[src/rtl/sdram_arbiter.sv]
// Command scheduler for the shared 16-bit SDRAM port: arbitrates video refill,
// cache write-back and cache fill, and steers returning data beats.
module sdram_arbiter #(
  parameter int VID_BURSTS     = 19200,
  parameter int MAX_VID_STREAK = 4,
  parameter int VID_BEATS      = 16,
  parameter int LINE_BEATS     = 128
) (
  input  logic        clk,
  input  logic        rst,
  input  logic        vid_low,
  input  logic        vid_sync,
  input  logic        c_wr_req,
  input  logic        c_rd_req,
  input  logic [16:0] c_waddr,
  input  logic [16:0] c_raddr,
  output logic [1:0]  sys_cmd,
  output logic [22:0] sys_addr,
  input  logic [1:0]  sys_cmd_ack,
  input  logic        sys_rd_data_valid,
  input  logic        sys_wr_data_valid,
  input  logic [15:0] sys_dout,
  output logic        cache_wr_data,
  output logic        cache_rd_data,
  output logic [31:0] vq_data,
  output logic        vq_we,
  output logic        busy
);

  localparam int MAX_BEATS = (VID_BEATS > LINE_BEATS) ? VID_BEATS : LINE_BEATS;
  localparam int BEAT_W    = $clog2(MAX_BEATS + 1);
  localparam int STREAK_W  = $clog2(MAX_VID_STREAK + 1);

  localparam logic [STREAK_W-1:0] STREAK_MAX = STREAK_W'(MAX_VID_STREAK);
  localparam logic [BEAT_W-1:0]   VID_LAST   = BEAT_W'(VID_BEATS - 1);
  localparam logic [BEAT_W-1:0]   LINE_LAST  = BEAT_W'(LINE_BEATS - 1);
  localparam logic [18:0]         PTR_LAST   = 19'(VID_BURSTS - 1);

  localparam logic [1:0] CMD_NOP   = 2'b00;
  localparam logic [1:0] CMD_WR    = 2'b01;
  localparam logic [1:0] CMD_RD32  = 2'b10;
  localparam logic [1:0] CMD_RD256 = 2'b11;

  // state  | meaning
  // S_IDLE | no command outstanding, arbitrating requesters
  // S_CMD  | command presented, waiting for matching ack
  // S_XFER | counting data beats of the owner's strobe type
  typedef enum logic [1:0] {S_IDLE, S_CMD, S_XFER} state_t;
  typedef enum logic [1:0] {OWN_VID, OWN_CW, OWN_CR} owner_t;

  state_t              state_q, state_d;
  owner_t              owner_q, owner_d;
  logic [1:0]          cmd_q, cmd_d;
  logic [22:0]         addr_q, addr_d;
  logic [18:0]         ptr_q, ptr_d;
  logic [STREAK_W-1:0] streak_q, streak_d;
  logic                resync_q, resync_d;
  logic                half_q, half_d;
  logic [15:0]         low_q, low_d;
  logic [31:0]         vq_data_q, vq_data_d;
  logic                vq_we_q, vq_we_d;
  logic [BEAT_W-1:0]   beat_q, beat_d;

  logic        cache_pend;
  logic        vid_blocked;
  logic        grant_vid;
  logic        grant_cw;
  logic        grant_cr;
  logic        owner_strobe;
  logic [18:0] vid_ptr_sel;

  assign cache_pend  = c_wr_req | c_rd_req;
  assign vid_blocked = (streak_q == STREAK_MAX) && cache_pend;
  // Video wins unless its streak is spent while cache waits; it remains the
  // fallback when nothing else is asking.
  assign grant_vid   = (vid_low && !vid_blocked) || (vid_low && !cache_pend);
  assign grant_cw    = !grant_vid && c_wr_req;
  assign grant_cr    = !grant_vid && !c_wr_req && c_rd_req;

  assign vid_ptr_sel  = resync_q ? 19'd0 : ptr_q;
  assign owner_strobe = (owner_q == OWN_CW) ? sys_wr_data_valid : sys_rd_data_valid;

  always_comb begin
    state_d   = state_q;
    owner_d   = owner_q;
    cmd_d     = cmd_q;
    addr_d    = addr_q;
    ptr_d     = ptr_q;
    streak_d  = streak_q;
    resync_d  = resync_q;
    half_d    = half_q;
    low_d     = low_q;
    vq_data_d = vq_data_q;
    vq_we_d   = 1'b0;
    beat_d    = beat_q;

    case (state_q)
      S_IDLE: begin
        if (grant_vid) begin
          owner_d = OWN_VID;
          cmd_d   = CMD_RD32;
          addr_d  = {1'b1, vid_ptr_sel, 3'b000};
          if (resync_q) begin
            ptr_d    = 19'd0;
            resync_d = 1'b0;
          end
          if (streak_q != STREAK_MAX) begin
            streak_d = streak_q + STREAK_W'(1);
          end
          half_d  = 1'b0;
          state_d = S_CMD;
        end else if (grant_cw) begin
          owner_d  = OWN_CW;
          cmd_d    = CMD_WR;
          addr_d   = {c_waddr, 6'b0};
          streak_d = '0;
          state_d  = S_CMD;
        end else if (grant_cr) begin
          owner_d  = OWN_CR;
          cmd_d    = CMD_RD256;
          addr_d   = {c_raddr, 6'b0};
          streak_d = '0;
          state_d  = S_CMD;
        end
      end

      S_CMD: begin
        if (sys_cmd_ack == cmd_q) begin
          cmd_d   = CMD_NOP;
          beat_d  = (owner_q == OWN_VID) ? VID_LAST : LINE_LAST;
          if (owner_q == OWN_VID) begin
            ptr_d = (ptr_q == PTR_LAST) ? 19'd0 : ptr_q + 19'd1;
          end
          state_d = S_XFER;
        end
      end

      S_XFER: begin
        if (owner_strobe) begin
          if (owner_q == OWN_VID) begin
            if (!half_q) begin
              low_d = sys_dout;
            end else begin
              vq_data_d = {sys_dout, low_q};
              vq_we_d   = 1'b1;
            end
            half_d = !half_q;
          end
          if (beat_q == '0) begin
            state_d = S_IDLE;
          end else begin
            beat_d = beat_q - BEAT_W'(1);
          end
        end
      end

      default: state_d = S_IDLE;
    endcase

    // A frame start seen together with a video grant stays pending for the next one.
    if (vid_sync) begin
      resync_d = 1'b1;
    end
  end

  always_ff @(posedge clk) begin
    if (rst) begin
      state_q   <= S_IDLE;
      owner_q   <= OWN_VID;
      cmd_q     <= CMD_NOP;
      addr_q    <= '0;
      ptr_q     <= '0;
      streak_q  <= '0;
      resync_q  <= 1'b0;
      half_q    <= 1'b0;
      low_q     <= '0;
      vq_data_q <= '0;
      vq_we_q   <= 1'b0;
      beat_q    <= '0;
    end else begin
      state_q   <= state_d;
      owner_q   <= owner_d;
      cmd_q     <= cmd_d;
      addr_q    <= addr_d;
      ptr_q     <= ptr_d;
      streak_q  <= streak_d;
      resync_q  <= resync_d;
      half_q    <= half_d;
      low_q     <= low_d;
      vq_data_q <= vq_data_d;
      vq_we_q   <= vq_we_d;
      beat_q    <= beat_d;
    end
  end

  assign sys_cmd       = cmd_q;
  assign sys_addr      = addr_q;
  assign vq_data       = vq_data_q;
  assign vq_we         = vq_we_q;
  assign busy          = (state_q != S_IDLE);
  assign cache_wr_data = (state_q == S_XFER) && (owner_q == OWN_CR) && sys_rd_data_valid;
  assign cache_rd_data = (state_q == S_XFER) && (owner_q == OWN_CW) && sys_wr_data_valid;

endmodule

[config.mk]
export PLATFORM = sky130hd
export DESIGN_NAME = sdram_arbiter
export DESIGN_NICKNAME = d
export VERILOG_FILES = /design/src/rtl/sdram_arbiter.sv
export SDC_FILE = /design/constraint.sdc
export NUM_CORES = 1
export LEC_CHECK = 0
export BUFFER_PORTS_ARGS = -buffer_cell sky130_fd_sc_hd__buf_4
export CAP_MARGIN = 0
export CORE_UTILIZATION = 40
export DETAILED_ROUTE_END_ITERATION = 16
export GPL_TIMING_DRIVEN = 0
export HOLD_SLACK_MARGIN = 0.06
export PLACE_DENSITY = 0.74
export REMOVE_ABC_BUFFERS = 1
export SLEW_MARGIN = 20
export SYNTH_ARGS = -nofsm -noshare
export SYNTH_HDL_FRONTEND = slang
export SYNTH_SLANG_ARGS = --single-unit
[constraint.sdc]
create_clock -name clk -period 2.3 [get_ports clk]
set_input_delay 0.46 -clock clk [delete_from_list [all_inputs] [get_ports clk]]
set_output_delay 0.46 -clock clk [all_outputs]
set_load 0.05 [all_outputs]
* Yosys cells after proc, flatten, opt, wreduce, memory -nomap -nowiden
Cells that the tools add are included.
Widths: inputs -> output; s select.
** Storage, ports and cells
- Flip-flop bits (word level) :: 110
- Latch bits :: 0
- Memory bits (writable) :: 0
- ROM bits :: 0
- Input bits :: 60
- Output and inout bits :: 61
- Logic and storage cells :: 115
- Memories kept :: 0
** Operators by class
- Add/subtract/negate cells :: 3
- $mul :: 0
- Divide/modulo/power cells :: 0
- Magnitude comparators :: 0
- Equal/unequal tests :: 17
- Shift operators :: 0
- Mux-type cells :: 41
- Bitwise operators :: 5
- Reductions and logical operators :: 37
** Operator list (count)
- $mux 19 :: 5
- $mux 23 :: 3
- $pmux 19 s2 :: 1
- $mux 2 :: 13
- $mux 8 :: 3
- $reduce_and 4->1 :: 6
- $add 19x1->19 const B :: 1
- $eq 19x15->1 const B :: 1
- $pmux 8 s2 :: 1
- $ne 2x2->1 const B :: 7
- $mux 3 :: 4
- $reduce_bool 2->1 :: 6
- $logic_and 1x1->1 :: 10
- $logic_not 8->1 :: 1
- $sub 8x1->8 const B :: 1
- $mux 1 :: 7
- $mux 7 :: 1
- $pmux 2 s3 :: 1
- $reduce_and 3->1 :: 2
- $logic_not 1->1 :: 5
- $eq 2x1->1 const B :: 2
- $eq 2x2->1 const B :: 2
- $logic_not 2->1 :: 2
- $ne 4x4->1 const B :: 1
- other kinds (13) :: 17

* Longest topological paths before layout
Gate-level depths: netlist (run 1).
- Word-level depth :: 12
- Depth in mapped cells :: 8
- Depth with buffers taken out :: 7

* Least setup slack after synthesis (run 1)
No wires, ideal clock.
- Path kind :: register to output
- Start point :: register state_q[0]
- End point :: output port cache_wr_data
- Arrival :: 1.970 ns
- Required time :: 1.840 ns
- Path slack :: -0.130 ns
- Stages on the path, launching flop included :: 5
- Path buffers :: 1
- Cell sequence :: dfxtp_1 -> buf_4 -> and2b_1 -> nand2_1 -> nor3b_1
** On the way
- Word-level cells in the longest chain between the ends :: 3
** Ends and longest elaborated chain
- from (decl) :: line 51 : state_t state_q, state_d;
- from (signal assigned) :: line 181 : state_q <= state_d;
- $eq 2x2->1 :: line 201 : assign cache_wr_data = (state_q == S_XFER) && (owner_q == OWN_CR) && sys_rd_data_valid;
- $logic_and 1x1->1 (2 in series) :: line 201
- to (decl) :: line 23 : output logic cache_wr_data,
Every way passes these cells.

* Worst setup path after layout (run 1)
Ends and elaborated chain as after synthesis.

==> results of run 1 <==
kinds of logic after synthesis:
logic type | count (synthesis) | share of synthesized area
other | 1 | 0.000761
flip-flops | 107 | 0.435
AND/OR/NAND/NOR | 242 | 0.229
adder cells (fa/ha/maj) | 5 | 0.0127
buffers and inverters | 55 | 0.0500
multiplexers | 19 | 0.0386
XOR/XNOR | 4 | 0.00712
AO/OA/AOI/OAI | 184 | 0.226
sequential cells by signal, indices dropped and copies added, names as in the netlist, 2 cells and up:
register and count:
streak_q 3, sys_addr 20, low_q 16, ptr_q 19, sys_cmd 2, vq_data 32, beat_q 8, state_q 2
owner_q 2
report_power, final:
group,switching [uW],internal (uW),total [uW]
Combinational,515,284,800
Clock,736,759,1490
Sequential,64.2,1920,1990
worst register-to-register path: cells and delay by family (launching register included):
family	cells	cell delay, ns
compound gates	4	1.00
flops	1	0.34
simple gates	1	0.29
fa+ha+maj	1	0.22
buf+inv	1	0.07
what timing repair did:
| action | in CTS | in global routing |
|---|---|---|
| endpoints found under the setup margin | 10 | 26 |
| hold buffers | 0 | 0 |
| gates resized for setup | 1 | 2 |
synthesized netlist by cell type (5+ instances only):
cell type	instances
sky130_fd_sc_hd__o21ai_0	18
sky130_fd_sc_hd__nor2_1	26
sky130_fd_sc_hd__and3_1	7
sky130_fd_sc_hd__a22oi_1	5
sky130_fd_sc_hd__nor3_1	7
sky130_fd_sc_hd__nand4_1	6
sky130_fd_sc_hd__inv_1	11
sky130_fd_sc_hd__a21oi_1	104
sky130_fd_sc_hd__ha_1	5
sky130_fd_sc_hd__buf_2	8
sky130_fd_sc_hd__nand3_1	16
sky130_fd_sc_hd__a211o_1	12
sky130_fd_sc_hd__a31oi_1	14
sky130_fd_sc_hd__clkbuf_1	29
sky130_fd_sc_hd__nand2b_1	5
sky130_fd_sc_hd__nand2_1	142
sky130_fd_sc_hd__mux2i_1	19
sky130_fd_sc_hd__dfxtp_1	107
sky130_fd_sc_hd__o211ai_1	8
area by class of cell:
type | count | area (um^2)
clock buffers | 10 | 229
clock inverters | 6 | 58.8
inverters | 11 | 41.3
multi-input cells | 457 | 2580
repair buffers | 119 | 901
well taps | 147 | 184
flip-flops and latches | 107 | 2140
fillers | 1144 | 5880
routing by layer:
layer  up-vias  track usage  routed length (um)
met3        22       0.0364                 749
li1       2344            -                   -
met5         -            0                   0
met4         0       0.0702                 181
met2       174        0.349                6220
met1      2181        0.244                5460
path summary, 6_finish.rpt:
kind,cells past startpoint,start,endpoint,slack [ns]
setup / recovery,4,state_q[0]$_SDFFE_PP0P_,cache_wr_data,0.11
hold / removal,3,vid_sync,resync_q$_SDFFE_PP0P_,0.34
setup reg to reg,7,streak_q[0]$_SDFFE_PP0P_,ptr_q[9]$_SDFFE_PP0P_,0.22
hold reg to reg,2,low_q[10]$_SDFFE_PP0P_,vq_data[10]$_SDFFE_PP0P_,0.45
metrics by stage:
step           std cells  setup TNS, ns
3_3_place_gp         839         -45.85
6_report             857              0
5_1_grt              857              0
4_1_cts              857              0
2_1_floorplan        575         -0.123
3_5_place_dp         841          -4.32
==> results.env, run 1 <==
DETAILED_PLACE_HPWL_MM=8.89
FINISH.NET_COUNT=770
SYN_AREA_PER_CELL_UM2=7.98
BUFFER_PORTS.INSERTED=117
CLK_PIN_SLEW_WORST_PATHS_NS=0.07
CTS_TREE='yes'
PLACED_CELL_AREAS_MM2=0.00584
CLK_PATH_BUF_DEPTH=2
CLK_ROOT_BUFFER_CELL='sky130_fd_sc_hd__clkbuf_16'
POST-SYNTH-TOP-AREA-FRACTION=0.435
RSZ_0062_RAISED_AFTER_GLOBAL_ROUTING='false'
CELLPOWERDENSITY_mW_PER_MM2=698
DESIGN.PORTCOUNT=121
GRT_UTIL_ALL_LAYERS=0.198
MOSTFREQUENTLAYOUTCELLS='141 x sky130_fd_sc_hd__nand2_1, 117 x sky130_fd_sc_hd__buf_4, 106 x sky130_fd_sc_hd__dfxtp_1'
CRITPATHARRIVALTIME_NS=1.73
GRT_OVERFLOW_TOTAL=0
YOSYS-TOP-CELLS-AREA='sky130_fd_sc_hd__dfxtp_1 43%, sky130_fd_sc_hd__nand2_1 11%, sky130_fd_sc_hd__a21oi_1 11%, sky130_fd_sc_hd__mux2i_1 3.9%, sky130_fd_sc_hd__clkbuf_1 2.2%'
HOLDCRITPATHCLASS='input port to flip-flop'
YS_WARN_COUNT=0
REMAINING_DRC_ERRORS=0
GRT_PASS1_WL_MM=20.8
CELLLEAKAGEPOWER_uW=0.00234
FIN_WS_NS=0.107
WORST_SLEW_PIN_SLEW_NS=1.06
CRITICAL_PATH_CLASS='flip-flop to primary output'
WORSTSETUPSTARTPOINTTYPE='flip-flop'
FINAL_ANTENNA_DIODE_COUNT=0
WORST_SETUP_EP_TYPE='primary output'
NETLIST.TOP_CELL.BY_AREA='sky130_fd_sc_hd__dfxtp_1'
ASYNC_RESET_FF_FRAC=0
SYN_AREA_MM2=0.00492
MAX-CAP-VIOLATIONS=0
CTS_MADE_BUFFERS=9
SYN_TO_FINAL_GROWTH_PCT=24.6
LAYOUT-DRIVE-GT1-SHARE=0.207
LAYOUT_COMMONEST_CELL='sky130_fd_sc_hd__nand2_1'
INITIAL_CORE_UTIL=0.410
VIA_PER_INST=5.51
SITE_ROW_COUNT=40
FIN_WORST_HOLD_SLACK_NS=0.341
GRT_PASS1_VIAS=4465
FIN_CRIT_NS=2.19
RUN_STATUS='completed'
CRIT_PATH_MAX_FANOUT=10
DRT_WL_TOTAL_MM=12.6
SYNTH.FF_LATCH_COUNT=107
SYNTH_EDF_COUNT=0
COUNT_OF_ROUTING_VIOLATIONS_AFTER_THE_OPENING_DETAILED_ROUTE_ITERATION=330
CRITPATHBUFINV=1
FIRST_PASS_ITERS=5
H-TREE-DEPTH=3
PEAKVDDDROP_mV=0.364
CHIPWIDTH_UM=113
FMAX_MHz=456
POSTSYNTHCELLCOUNT=617
CRITICAL_PATH.TOP_DELAY_FAMILY='simple AND/OR/NAND/NOR gates'
MAX_STAGE_DELAY_NS=0.39
ANTENNA_VIOLATING_NETS_POST_ROUTE=0
FIN_TOTAL_PWR_uW=4280
ROUTED_WIRE_LENGTH_PER_INSTANCE_UM=14.7
SYNTH_SEQUENTIAL_AREA_RATIO=0.435
DIEHEIGHT_UM=113
CLOCK_LATENCY_NS=0.35
FINCLKSKEW_NS=0.00832
POSTCTSSETUPREPAIRBUFS=0
GRT_MAX_DEGREE=104
FINAL.PERIOD_UTILIZATION=0.953
CRITICAL-PATH-SLOWEST-CELL='sky130_fd_sc_hd__dfxtp_1'
REPORT.FINAL.SETUP_VIOL=0
TIMING.FINAL.MAX_SLEW_VIOLATIONS=0
PRIMARY_FF_MASTER_SYNTH='sky130_fd_sc_hd__dfxtp_1'
MAX-SLEW-MARGIN-REL=0.292
POST_PLACE_SETUP_SLACK_NS=-0.316
VIAS=4721
GP_CONGESTION=0.871
FINAL_CORE_UTIL=0.511
FINAL_HOLD_VIOL_COUNT=0
POSTLAYOUTCELLAREA_MM2=0.00613
FLOORPLAN_CORE_AREA_MM2=0.0120
CP_CELL_SEQUENCE='and2b_1 > nand2_1 > nor3b_1 > buf_4'
NETLIST-CELL-TYPE-COUNT=57
CTS_SINKS=107
CP_DATA_REQUIRED_TIME_NS=1.84
DIE-AREA_MM2=0.0128
ANTENNA_FOUND_INITIAL=0
(Power assumes the default switching activity.)
==> run 2: changes to the inputs <==
--- a/config.mk
+++ b/config.mk
@@ -7,6 +7,7 @@
 export LEC_CHECK = 0
 export BUFFER_PORTS_ARGS = -buffer_cell sky130_fd_sc_hd__buf_4
 export CAP_MARGIN = 0
+export CORE_ASPECT_RATIO = 1.75
 export CORE_UTILIZATION = 40
 export DETAILED_ROUTE_END_ITERATION = 16
 export GPL_TIMING_DRIVEN = 0
==> run 2 against run 1 <==
Compared with the run above:
- clock skew decreased by 0.0011 ns
- count of clock-buffer cells in the layout unchanged
- clock power decreased by 3%
- sequential cell count unchanged
- sequential share of layout area decreased by 0.32 points
- combinational power increased by 1%
- utilization increased by 0.52 points
- critical path type unchanged
- largest power group unchanged
- highest routed layer unchanged
==> results.env, run 2 (same netlist as run 1, synthesis figures left out) <==
DETAILED_PLACE_HPWL_MM=9.16  # +3.0%
FMAX_MHz=459  # +0.69%
R2R-END='ptr_q[8]$_SDFFE_PP0P_'
CTS_SINKS=107  # unchanged
LAYOUT-DRIVE-GT1-SHARE=0.213  # +0.00644
GRT_PASS1_VIAS=4508  # +0.96%
CLK_PATH_BUF_DEPTH=2  # unchanged
HOLDPATHSTAGES=3  # unchanged
R2R_START='streak_q[0]$_SDFFE_PP0P_'
FIN_TNS_SETUP_NS=0  # unchanged
SYN_TO_FINAL_GROWTH_PCT=25.7
POSTLAYOUTCELLAREA_MM2=0.00619  # +0.94%
FINAL_CORE_UTIL=0.516  # +0.00517
GRT_OVERFLOW_TOTAL=0  # unchanged
FINAL_ANTENNA_DIODE_COUNT=0  # unchanged
FIN_WORST_HOLD_SLACK_NS=0.328  # -0.0133 ns
RUN_STATUS='completed'
MIN_FROM='vid_sync'
CLK_ROOT_BUFFER_CELL='sky130_fd_sc_hd__clkbuf_16'
CHIPWIDTH_UM=85.9  # -24%
LAYOUT_COMMONEST_CELL='sky130_fd_sc_hd__nand2_1'
REMAINING_DRC_ERRORS=0  # unchanged
WORST_SETUP_EP_TYPE='primary output'
DESIGN.PORTCOUNT=121  # unchanged
GRT_PASS1_WL_MM=20.7  # -0.80%
FINAL_HOLD_VIOL_COUNT=0  # unchanged
LARGEST_REG_FLOPS=32  # unchanged
CLK_PIN_SLEW_WORST_PATHS_NS=0.07  # about the same
CP_DATA_REQUIRED_TIME_NS=1.84  # about the same
CRITPATHARRIVALTIME_NS=1.72  # about the same
SITE_ROW_COUNT=53  # +33%
VIA_PER_INST=5.36  # -2.7%
BUFFER_PORTS.INSERTED=117  # unchanged
FIN_CRIT_NS=2.18  # -0.0151 ns
CTS_MADE_BUFFERS=9  # unchanged
WORST_SLEW_PIN_SLEW_NS=1.06  # -0.00283 ns
PEAKVDDDROP_mV=0.403  # +11%
FIRST_PASS_ITERS=5  # unchanged
FINCLKSKEW_NS=0.00719  # -0.00113 ns
HOLD_END='resync_q$_SDFFE_PP0P_'
FLOORPLAN_CORE_AREA_MM2=0.0120  # about the same
CLOCK_LATENCY_NS=0.34  # about the same
ANTENNA_VIOLATING_NETS_POST_ROUTE=0  # unchanged
WORSTSETUPSTARTPOINTTYPE='flip-flop'
FINAL.PERIOD_UTILIZATION=0.947  # -0.00656
REPORT.FINAL.SETUP_VIOL=0  # unchanged
INITIAL_CORE_UTIL=0.410  # about the same
RSZ_0062_RAISED_AFTER_GLOBAL_ROUTING='false'
CRITICAL_PATH_CLASS='flip-flop to primary output'
DRT_WL_TOTAL_MM=12.6  # +0.26%
GRT_UTIL_ALL_LAYERS=0.200  # +0.00161
TIMING.REG2REG.SETUP_SLACK_NS=0.19  # -0.03 ns
DIEHEIGHT_UM=149  # +32%
ROUTED_WIRE_LENGTH_PER_INSTANCE_UM=14.4  # -2.0%
CTS_TREE='yes'
PLACED_CELL_AREAS_MM2=0.00589  # +0.90%
HOLDCRITPATHCLASS='input port to flip-flop'
MOSTFREQUENTLAYOUTCELLS='141 x sky130_fd_sc_hd__nand2_1, 117 x sky130_fd_sc_hd__buf_4, 106 x sky130_fd_sc_hd__dfxtp_1'
TIMING.FINAL.MAX_SLEW_VIOLATIONS=0  # unchanged
FINISH.NET_COUNT=772  # +0.26%
DP_CELLS=861  # +2.4%
CELLPOWERDENSITY_mW_PER_MM2=687  # -1.6%
DIE-AREA_MM2=0.0128  # +0.13%
REG2REG_DEPTH=7  # unchanged
H-TREE-DEPTH=3  # unchanged
VIAS=4702  # -0.40%
ANTENNA_FOUND_INITIAL=0  # unchanged
FINALNONFILLERCELLS=877  # +2.3%
GP_CONGESTION=0.930  # +6.7%
MAX-CAP-VIOLATIONS=0  # unchanged
CRIT_PATH_MAX_FANOUT=10  # unchanged
MAX-SLEW-MARGIN-REL=0.294  # +0.00189
GRT_MAX_DEGREE=104  # unchanged
CELLLEAKAGEPOWER_uW=0.00235  # +0.67%
COUNT_OF_ROUTING_VIOLATIONS_AFTER_THE_OPENING_DETAILED_ROUTE_ITERATION=237  # -28%
## run 2: changes by cell type in the layout (fill, tap and decap cells not counted)
| cell | previous run | this run |
|---|---|---|
| sky130_fd_sc_hd__clkinv_4 | 1 | 4 |
| sky130_fd_sc_hd__inv_6 | 3 | 1 |
| sky130_fd_sc_hd__and2b_2 | 0 | 1 |
| sky130_fd_sc_hd__clkinv_8 | 1 | 0 |
| sky130_fd_sc_hd__a21oi_1 | 104 | 103 |
| sky130_fd_sc_hd__buf_8 | 0 | 2 |
| sky130_fd_sc_hd__xnor2_2 | 0 | 1 |
| sky130_fd_sc_hd__a21oi_2 | 0 | 1 |
| sky130_fd_sc_hd__and2b_1 | 1 | 0 |
| sky130_fd_sc_hd__xnor2_1 | 2 | 1 |
## run 2: worst max-delay path by stage
stage | startpoint | end | slack, ns | cells after the start
6_report | state_q[0]$_SDFFE_PP0P_ | cache_wr_data | 0.12 | 4
5_1_grt | ptr_q[0]$_SDFFE_PP0P_ | ptr_q[18]$_SDFFE_PP0P_ | 0.002 | 6
4_1_cts | state_q[0]$_SDFFE_PP0P_ | cache_wr_data | 0.06 | 4
3_5_place_dp | c_wr_req | ptr_q[7]$_SDFFE_PP0P_ | -0.36 | 6
3_3_place_gp | c_wr_req | sys_cmd[1]$_SDFFE_PP0P_ | -0.84 | 5
2_1_floorplan | state_q[1]$_SDFFE_PP0P_ | cache_wr_data | -0.12 | 3
## run 2: repair_timing
item	4_1_cts	5_1_grt
setup buffers	0	0
hold buffers	0	0
gates resized for setup	2	4
setup endpoints to repair	8	16
## run 2: per-stage QoR
stage,total power (uW),setup WS (ns)
global placement,2790,-0.842
finish,4250,0.122
global route,4440,0.00150
CTS,4280,0.0601
floorplan,2510,-0.123
detailed placement,2830,-0.363
## run 2: area by class of cell
| type | count | area (um^2) |
|---|---|---|
| Tap cell | 165 | 206 |
| Fill cell | 1142 | 5810 |
| Multi-Input combinational cell | 457 | 2590 |
| Timing Repair Buffer | 121 | 931 |
| Inverter | 11 | 41.3 |
| Clock buffer | 10 | 229 |
| Clock inverter | 6 | 51.3 |
| Sequential cell | 107 | 2140 |
## run 2: worst max-delay path, stage by stage (launching register included)
cell and delay [ns]:
sky130_fd_sc_hd__dfxtp_1 0.39, sky130_fd_sc_hd__and2b_2 0.31, sky130_fd_sc_hd__nand2_1 0.18, sky130_fd_sc_hd__nor3b_1 0.26
sky130_fd_sc_hd__buf_4 0.24
## run 2: power by group
group | internal [uW] | total, uW | switching, uW
Clock | 747 | 1450 | 706
Sequential | 1920 | 1990 | 66.6
Combinational | 295 | 811 | 516
## run 2: layer usage
| layer | share of wire | vias to the layer above | global-route usage |
|---|---|---|---|
| li1 | - | 2350 | - |
| met1 | 0.37 | 2153 | 0.214 |
| met2 | 0.54 | 171 | 0.377 |
| met3 | 0.055 | 28 | 0.0332 |
| met4 | 0.031 | 0 | 0.0883 |
| met5 | 0 | - | 0 |
==> run 3: changes to the inputs <==
--- a/config.mk
+++ b/config.mk
@@ -13,7 +13,6 @@
 export GPL_TIMING_DRIVEN = 0
 export HOLD_SLACK_MARGIN = 0.06
 export PLACE_DENSITY = 0.74
-export REMOVE_ABC_BUFFERS = 1
 export SLEW_MARGIN = 20
 export SYNTH_ARGS = -nofsm -noshare
 export SYNTH_HDL_FRONTEND = slang
==> run 3 against run 2 <==
Compared with the run above:
- worst hold slack improved by 0.0043 ns
- cell area rose by 2.0%
- register-to-register slack got worse by 0.03 ns
- routed wire length rose by 18%
- critical path type unchanged
- critical endpoint unchanged
- largest cell class unchanged
==> results.env, run 3 (same netlist as run 1, synthesis figures left out) <==
RUN_STATUS='completed'
H-TREE-DEPTH=3  # unchanged
CTS_TREE='yes'
ROUTED_WIRE_LENGTH_PER_INSTANCE_UM=16.3  # +13%
BUFFER_PORTS.INSERTED=116  # -0.85%
ANTENNA_FOUND_INITIAL=0  # unchanged
CHIPWIDTH_UM=85.9  # unchanged
CTS_MADE_BUFFERS=9  # unchanged
DETAILED_PLACE_HPWL_MM=11.7  # +28%
CTS_HOLD_REPAIR.BUFFERS=0  # unchanged
CLK_ROOT_BUFFER_CELL='sky130_fd_sc_hd__clkbuf_16'
VIA_PER_INST=5.50  # +2.6%
COUNT_OF_ROUTING_VIOLATIONS_AFTER_THE_OPENING_DETAILED_ROUTE_ITERATION=231  # -2.5%
WORST_SETUP_EP_TYPE='primary output'
FIN_TNS_SETUP_NS=0  # unchanged
LARGEST_REG_FLOPS=32  # unchanged
DRT_WL_TOTAL_MM=14.9  # +18%
GRT_OVERFLOW_TOTAL=0  # unchanged
CLOCK_LATENCY_NS=0.36  # +0.02 ns
FLOORPLAN_CORE_AREA_MM2=0.0120  # unchanged
GRT_PASS1_VIAS=4917  # +9.1%
FMAX_MHz=455  # -1.0%
CRITPATHBUFINV=2  # +1
SITE_ROW_COUNT=53  # unchanged
REPORT.FINAL.SETUP_VIOL=0  # unchanged
FIN_CRIT_NS=2.20  # +0.0220 ns
CRITICAL_PATH_CLASS='flip-flop to primary output'
CLK_PATH_BUF_DEPTH=2  # unchanged
CTS_SINKS=107  # unchanged
CRITPATHARRIVALTIME_NS=1.74  # +0.02 ns
GRT_BUSIEST_LAYER='met2'
GROUTE.LAYER.MET3.USAGE=0.0382  # +0.00498
ANTENNA_VIOLATING_NETS_POST_ROUTE=0  # unchanged
FINAL.PERIOD_UTILIZATION=0.956  # +0.00958
WORSTSETUPSTARTPOINTTYPE='flip-flop'
FINAL_HOLD_VIOL_COUNT=0  # unchanged
PEAKVDDDROP_mV=0.391  # -3.0%
CELLPOWERDENSITY_mW_PER_MM2=689  # +0.30%
WORST_SLEW_PIN_SLEW_NS=0.762  # -0.297 ns
GRT_MAX_DEGREE=20  # -81%
FINAL_ANTENNA_DIODE_COUNT=0  # unchanged
CELLLEAKAGEPOWER_uW=0.00243  # +3.2%
LAYOUT_COMMONEST_CELL='sky130_fd_sc_hd__nand2_1'
CRITICAL_PATH.TOP_DELAY_FAMILY='simple AND/OR/NAND/NOR gates'
POST_PLACE_SETUP_SLACK_NS=-0.0309  # +0.332 ns
INITIAL_CORE_UTIL=0.410  # unchanged
FINISH.NET_COUNT=811  # +5.1%
MOSTFREQUENTLAYOUTCELLS='142 x sky130_fd_sc_hd__nand2_1, 119 x sky130_fd_sc_hd__buf_4, 107 x sky130_fd_sc_hd__dfxtp_1'
RSZ_0062_RAISED_AFTER_GLOBAL_ROUTING='false'
CRIT_PATH_MAX_FANOUT=10  # unchanged
LAYOUT-DRIVE-GT1-SHARE=0.210  # -0.00310
DESIGN.PORTCOUNT=121  # unchanged
GP_CONGESTION=0.966  # +3.9%
GRT_PASS1_WL_MM=23.6  # +14%
FIRST_PASS_ITERS=6  # +1
HOLDCRITPATHCLASS='input port to flip-flop'
TIMING.FINAL.MAX_SLEW_VIOLATIONS=0  # unchanged
MAX-SLEW-MARGIN-REL=0.491  # +0.196
VIAS=5038  # +7.1%
MAX_STAGE_DELAY_NS=0.31  # -0.08 ns
DIE-AREA_MM2=0.0128  # unchanged
CRITICAL-PATH-SLOWEST-CELL='sky130_fd_sc_hd__dfxtp_1'
GLOBALROUTEMET1UTIL=0.235  # +0.0211
DIEHEIGHT_UM=149  # unchanged
MAX-CAP-VIOLATIONS=0  # unchanged
CP_DATA_REQUIRED_TIME_NS=1.84  # about the same
FIN_WORST_HOLD_SLACK_NS=0.332  # +0.00428 ns
SYN_TO_FINAL_GROWTH_PCT=28.2
CP_CELL_SEQUENCE='buf_2 > and2b_2 > nand2_1 > nor3b_2 > buf_6'
CLK_PIN_SLEW_WORST_PATHS_NS=0.08  # about the same
GRT_UTIL_ALL_LAYERS=0.238  # +0.0381
MET2_USAGE=0.447  # +0.0702
FINCLKSKEW_NS=0.0136  # +0.00638 ns
REMAINING_DRC_ERRORS=0  # unchanged
FIN_WS_NS=0.100  # -0.0220 ns
run 3: changes by cell type in the layout (fill, tap and decap cells not counted), sizes merged:
cell / previous run / this run
buf: 121 / 131
inv: 12 / 16
clkinv: 4 / 1
clkbuf: 10 / 39
clkinvlp: 1 / 0
run 3: final cells by class:
cell class,instances,area (um^2)
clock buffers,10,229
plain buffers,44,206
repair buffers,116,875
well taps,165,206
multi-input cells,457,2560
flip-flops and latches,107,2140
fillers,1143,5690
inverters,11,41.3
clock inverters,6,53.8
run 3: metrics by stage:
step                power, uW  cell area [um^2]   util  cells
detailed placement       2880              6010  0.501    900
global placement         2850              6010  0.501    900
global route             4530              6310  0.526    916
CTS                      4350              6300  0.525    916
floorplan                2570              4940      -    619
finish                   4350              6310  0.526    916
run 3: worst paths after layout:
kind | startpoint | endpoint | slack [ns] | cells past startpoint
setup reg to reg | owner_q[1]$_SDFFE_PP0P_ | ptr_q[12]$_SDFFE_PP0P_ | 0.16 | 6
hold reg to reg | sys_addr[16]$_SDFFE_PP0P_ | sys_addr[16]$_SDFFE_PP0P_ | 0.46 | 2
setup / recovery | state_q[1]$_SDFFE_PP0P_ | cache_wr_data | 0.10 | 5
hold / removal | vid_sync | resync_q$_SDFFE_PP0P_ | 0.33 | 3
run 3: metal layers:
| layer | up-vias | part of all wire |
|---|---|---|
| li1 | 2431 | - |
| met5 | - | 0 |
| met4 | 0 | 0.057 |
| met3 | 47 | 0.047 |
| met1 | 2356 | 0.36 |
| met2 | 204 | 0.53 |
run 3: worst reg2reg max path, cell delays in order (launching register included):
cell and delay (ns):
sky130_fd_sc_hd__dfxtp_1 0.30, sky130_fd_sc_hd__buf_2 0.18, sky130_fd_sc_hd__nor4b_2 0.32, sky130_fd_sc_hd__nand3_1 0.29, sky130_fd_sc_hd__a21oi_1 0.64, sky130_fd_sc_hd__nand4b_1 0.18
sky130_fd_sc_hd__a21oi_1 0.18
run 3: power by group:
part | internal (uW) | switching, uW
Clock | 762 | 745
Sequential | 1920 | 50.6
Combinational | 306 | 566
Total | 2990 | 1360
run 3: what timing repair did:
action / 4_1_cts / 5_1_grt
setup buffers: 0 / 0
gates resized for setup: 0 / 6
setup endpoints to repair: 0 / 15
